`src/rtl/load_align_unit.sv`:
```
// load_align_unit: word-aligned data-memory read with byte/half extraction and sign/zero extension; LOAD_MISALIGN_CHK_EN enables misaligned-load trapping
`ifndef REG_LEN
`define REG_LEN 32
`endif
module load_align_unit #(
    parameter int TIMEOUT = 16
) (
    input  logic                clk,
    input  logic                rst,
    input  logic                ld_valid,
    output logic                ld_ready,
    input  logic [2:0]          ld_type,
    input  logic [`REG_LEN-1:0] ld_addr,
    output logic                mem_req,
    output logic [`REG_LEN-1:0] mem_addr,
    input  logic                mem_gnt,
    input  logic                mem_rvalid,
    input  logic [`REG_LEN-1:0] mem_rdata,
    output logic                rd_valid,
    output logic [`REG_LEN-1:0] rd_data,
    output logic                rd_err
);
    typedef enum logic [1:0] {IDLE, REQ, WAIT, RESP} state_t;
    state_t state, state_nxt;
    logic [2:0] typ;
    logic [1:0] ofs;
    logic [7:0] cnt;
    logic       misalign;
    logic       timeout;
    logic [7:0] byte_sel;
    logic [15:0] half_sel;
    logic [`REG_LEN-1:0] ext;
`ifdef LOAD_MISALIGN_CHK_EN
    logic is_half, is_byte;
    assign is_half  = ld_type == 3'b001 || ld_type == 3'b100;
    assign is_byte  = ld_type == 3'b000 || ld_type == 3'b011;
    assign misalign = is_half ? ld_addr[0] : (!is_byte && ld_addr[1:0] != 2'b00);
`else
    assign misalign = 1'b0;
`endif
    assign timeout  = cnt == 8'(TIMEOUT - 1);
    assign ld_ready = state == IDLE;
    assign mem_req  = state == REQ;
    assign rd_valid = state == RESP;
    assign byte_sel = mem_rdata[{ofs, 3'b000} +: 8];
    assign half_sel = ofs[1] ? mem_rdata[31:16] : mem_rdata[15:0];
    // Extract the addressed lane of the returned word and extend it by load type
    always_comb begin
        ext = mem_rdata;
        case (typ)
            3'b000:  ext = {{24{byte_sel[7]}}, byte_sel};
            3'b001:  ext = {{16{half_sel[15]}}, half_sel};
            3'b011:  ext = {24'b0, byte_sel};
            3'b100:  ext = {16'b0, half_sel};
            default: ext = mem_rdata;
        endcase
    end
    // Next-state logic: misaligned loads skip memory, WAIT ends on rvalid or timeout
    always_comb begin
        state_nxt = state;
        case (state)
            IDLE:    state_nxt = ld_valid ? (misalign ? RESP : REQ) : IDLE;
            REQ:     state_nxt = mem_gnt ? WAIT : REQ;
            WAIT:    state_nxt = (mem_rvalid || timeout) ? RESP : WAIT;
            default: state_nxt = IDLE;
        endcase
    end
    // State register
    always_ff @(posedge clk) begin
        if (rst) state <= IDLE;
        else     state <= state_nxt;
    end
    // Request latching, wait counter and result capture; results hold until next response
    always_ff @(posedge clk) begin
        if (rst) begin
            typ      <= 3'b0;
            ofs      <= 2'b0;
            cnt      <= 8'b0;
            mem_addr <= '0;
            rd_data  <= '0;
            rd_err   <= 1'b0;
        end else if (state == IDLE && ld_valid) begin
            typ      <= ld_type;
            ofs      <= ld_addr[1:0];
            cnt      <= 8'b0;
            mem_addr <= {ld_addr[`REG_LEN-1:2], 2'b00};
            if (misalign) begin
                rd_data <= '0;
                rd_err  <= 1'b1;
            end
        end else if (state == WAIT) begin
            if (mem_rvalid) begin
                rd_data <= ext;
                rd_err  <= 1'b0;
            end else if (timeout) begin
                rd_data <= '0;
                rd_err  <= 1'b1;
            end else begin
                cnt <= cnt + 8'd1;
            end
        end
    end
endmodule

```
`config.mk`:
```
export PLATFORM = sky130hd
export DESIGN_NAME = load_align_unit
export DESIGN_NICKNAME = d
export VERILOG_FILES = /design/src/rtl/load_align_unit.sv
export SDC_FILE = /design/constraint.sdc
export NUM_CORES = 1
export LEC_CHECK = 0
export ABC_CLOCK_PERIOD_IN_PS = 2850
export CORE_MARGIN = 1
export CORE_UTILIZATION = 47
export CTS_CLUSTER_DIAMETER = 150
export DETAILED_ROUTE_END_ITERATION = 10
export PLACE_DENSITY = 0.85
export SLEW_MARGIN = 40
export SYNTH_ARGS = -nofsm -noshare
export SYNTH_HDL_FRONTEND = slang
export SYNTH_SLANG_ARGS = --single-unit
```
`constraint.sdc`:
```
create_clock -name clk -period 2.85 [get_ports clk]
set_input_delay 0.57 -clock clk [delete_from_list [all_inputs] [get_ports clk]]
set_output_delay 0.57 -clock clk [all_outputs]
set_load 0.02 [all_outputs]
```
==> results.json <==
{
  "status": "finished clean",
  "hold_viol": 0,
  "worstPathArrival_ns": 1.79,
  "cts_htree_levels": 3,
  "ant_nets": 0,
  "use_met1": 0.3055,
  "route.detailed.drc": 0,
  "ys_async_sr_fraction": 0,
  "synth_cells": 421,
  "wl_per_cell_um": 16.06,
  "clk_latency_ns": 0.36,
  "slew_headroom": 0.4691,
  "seq_area_frac_synth": 0.4292,
  "gp_congestion": 0.9136,
  "synthFlopType": "dfxtp_1",
  "fmax_mhz": 424.3,
  "drv_cap": 0,
  "layout_setup_ws_ns": 0.4932,
  "hold_path_end": "mem_addr[4]",
  "synth-seq-cells": 78,
  "placed_area_um2": 5070,
  "die_x_um": 89.99,
  "num_io_pins": 140,
  "synth_top_cells_by_area": "dfxtp_1 (43%), nand2_1 (8.0%), a21oi_1 (5.8%), o2bb2ai_2 (4.1%), nor2_1 (3.1%)",
  "hold_depth": 2,
  "peakVddDrop_v": 0.0002877,
  "dp_hpwl_mm": 7.420,
  "clock_skew_ns": 0.008978,
  "io_buffer_count": 137,
  "fin_setup_tns_ns": 0,
  "fin_nets": 622,
  "yosysTopAreaCell": "dfxtp_1",
  "core_um2": 7370,
  "final_core_util": 0.7149,
  "dieArea_um2": 8097,
  "path_clk_slew_ns": 0.07,
  "antenna_found_initial": 0,
  "total_power_mw": 2.550,
  "drt_iter0_markers": 272,
  "r2r-end": "rd_data[3]",
  "yosysUniqueCellTypes": 53,
  "clock_sinks": 78,
  "avgSynthCellArea_um2": 8.642,
  "die_h_um": 89.99,
  "setup_violations": 0,
  "initial_core_util": 0.4937,
  "critPathRequiredTime_ns": 2.28,
  "yosysWarnings": 0,
  "fin_crit_sh": 0.8270,
  "grt_start_max_net_pins": 41,
  "critPathCaptureType": "primary output",
  "synth-edff-count": 0,
  "clockBufferDepth": 2,
  "min_path_type": "register to register",
  "grt_first_pass_wirelength_mm": 17.05,
  "syn_area_um2": 3638,
  "busiest_layer": "met2",
  "vias": 3713,
  "power_density_nw_per_um2": 484.1,
  "drt-total-wl_mm": 10.48,
  "grt_use_total": 0.2599,
  "finalMaxSlewViolations": 0,
  "use_met3": 0.08883,
  "min_from": "mem_addr[4]",
  "p_leak_nw": 1.882,
  "min_period_ns": 2.357,
  "ff2ff_path_depth": 4,
  "grt_use_met2": 0.4263,
  "post_cts_buffers": 0,
  "placementRows": 31,
  "rsz0062_at_grt": "false",
  "drive_gt1_frac": 0.07942,
  "max_slew.worst_pin.slew_ns": 0.7953,
  "drt-pass1-iter-count": 6,
  "grt_pass1_vias": 3598,
  "r2r_slack_ns": 0.65,
  "postCtsResizedCells": 0,
  "areaGrowthSynthToFinish_pct": 44.81,
  "tritoncts": "yes",
  "yosys.area.top_type_share": 0.4292,
  "antenna_cells": 0,
  "cts_hold_buffers": 0,
  "cts_buffers": 9,
  "vias_per_cell": 5.686,
  "crit_fanout": 8,
  "grt_overflow_total": 0,
  "worstReg2RegStart": "typ[0]",
  "critical_path_class": "register to primary output",
  "final_area_um2": 5269,
  "cp-start-kind": "register",
  "cts_root_buf": "clkbuf_8",
  "place_ws_ns": 0.5724
}
## cells in the final DEF, fill, tap and decap left out, types with 2 or more instances in the layout
master / n
clkdlybuf4s50_1: 137
nand2_1: 78
dfxtp_1: 78
a21oi_1: 42
nor2_1: 30
and3_1: 16
inv_1: 12
nand2b_1: 10
o2bb2ai_2: 10
clkbuf_8: 10
buf_4: 10
a211oi_1: 9
a2111oi_0: 8
a22o_1: 8
o2bb2ai_1: 7
o22a_1: 7
o31a_1: 7
o221ai_1: 7
o32ai_1: 7
xnor2_1: 6
nor2b_1: 5
mux2i_1: 5
o21ai_1: 4
a21o_1: 3
clkinv_2: 3
and2_1: 2
nand4_1: 2
nand3_1: 2
o21ai_0: 2
conb_1: 2
## cell type report
cell class                 count  area, µm²
sequential                    78       1562
tap                           99      123.9
timing repair buffer         147       1446
fill                         606       2101
multi-input combinational    301       1893
clock inverter                 6      61.31
inverter                      12      45.04
clock buffer                  10      137.6
## report_power, final
group	switching, mW	internal, mW
clock network	0.417	0.425
registers	0.0448	1.14
logic	0.271	0.254
## registers in the layout (all words and copies together) (netlist names)
register and flops:
cnt 8, rd_data 32, state 2, typ 3, ofs 2, mem_addr 30
rd_err 1
## per-layer routing
layer  routed length [µm]  vias up  share of wire
met5                    0        -              0
met4                  263        0          0.025
met3                 1138       26           0.11
met2                 4862      216           0.46
met1                 4220     1707           0.40
li1                     -     1764              -
## worst max path at each step
stage / start / endpoint / slack (ns) / cells after the start
6_report: state[0] / mem_req / 0.49 / 2
5_1_grt: state[0] / mem_req / 0.37 / 2
4_1_cts: state[0] / mem_req / 0.44 / 2
3_5_place_dp: mem_rvalid / rd_data[18] / 0.57 / 5
3_3_place_gp: mem_rdata[31] / rd_data[12] / 0.63 / 5
2_1_floorplan: cnt[0] / rd_data[21] / 1.18 / 6
## critical path, stage by stage (launching register included)
cell	delay (ns)
dfxtp_1	0.51
nor2b_1	0.27
clkdlybuf4s50_1	0.66
## synth_stat cells (8+ instances only)
cell type	n
dfxtp_1	78
nand2_1	78
a21oi_1	42
nor2_1	30
and3_1	16
clkbuf_1	15
inv_1	12
buf_2	11
nand2b_1	10
o2bb2ai_2	10
a211oi_1	9
a2111oi_0	8
a22o_1	8
## per-stage QoR
step                std cells  hold slack (ns)
global placement          637           0.4413
detailed placement        637           0.4492
global route              653           0.4823
CTS                       653           0.4585
floorplan                 422           0.4738
finish                    653           0.4568
## cell families after synthesis
| kind of cell | Yosys count | synth area share |
|---|---|---|
| AOI/OAI and AO/OA | 130 | 0.2813 |
| xor gates and xnor gates | 6 | 0.01444 |
| adders and majority gates | 1 | 0.003438 |
| buffers and inverters | 43 | 0.05330 |
| DFF | 78 | 0.4292 |
| muxes | 6 | 0.01754 |
| other | 1 | 0.001031 |
| and+or+nand+nor | 156 | 0.1998 |
(Power assumes the default switching activity.)
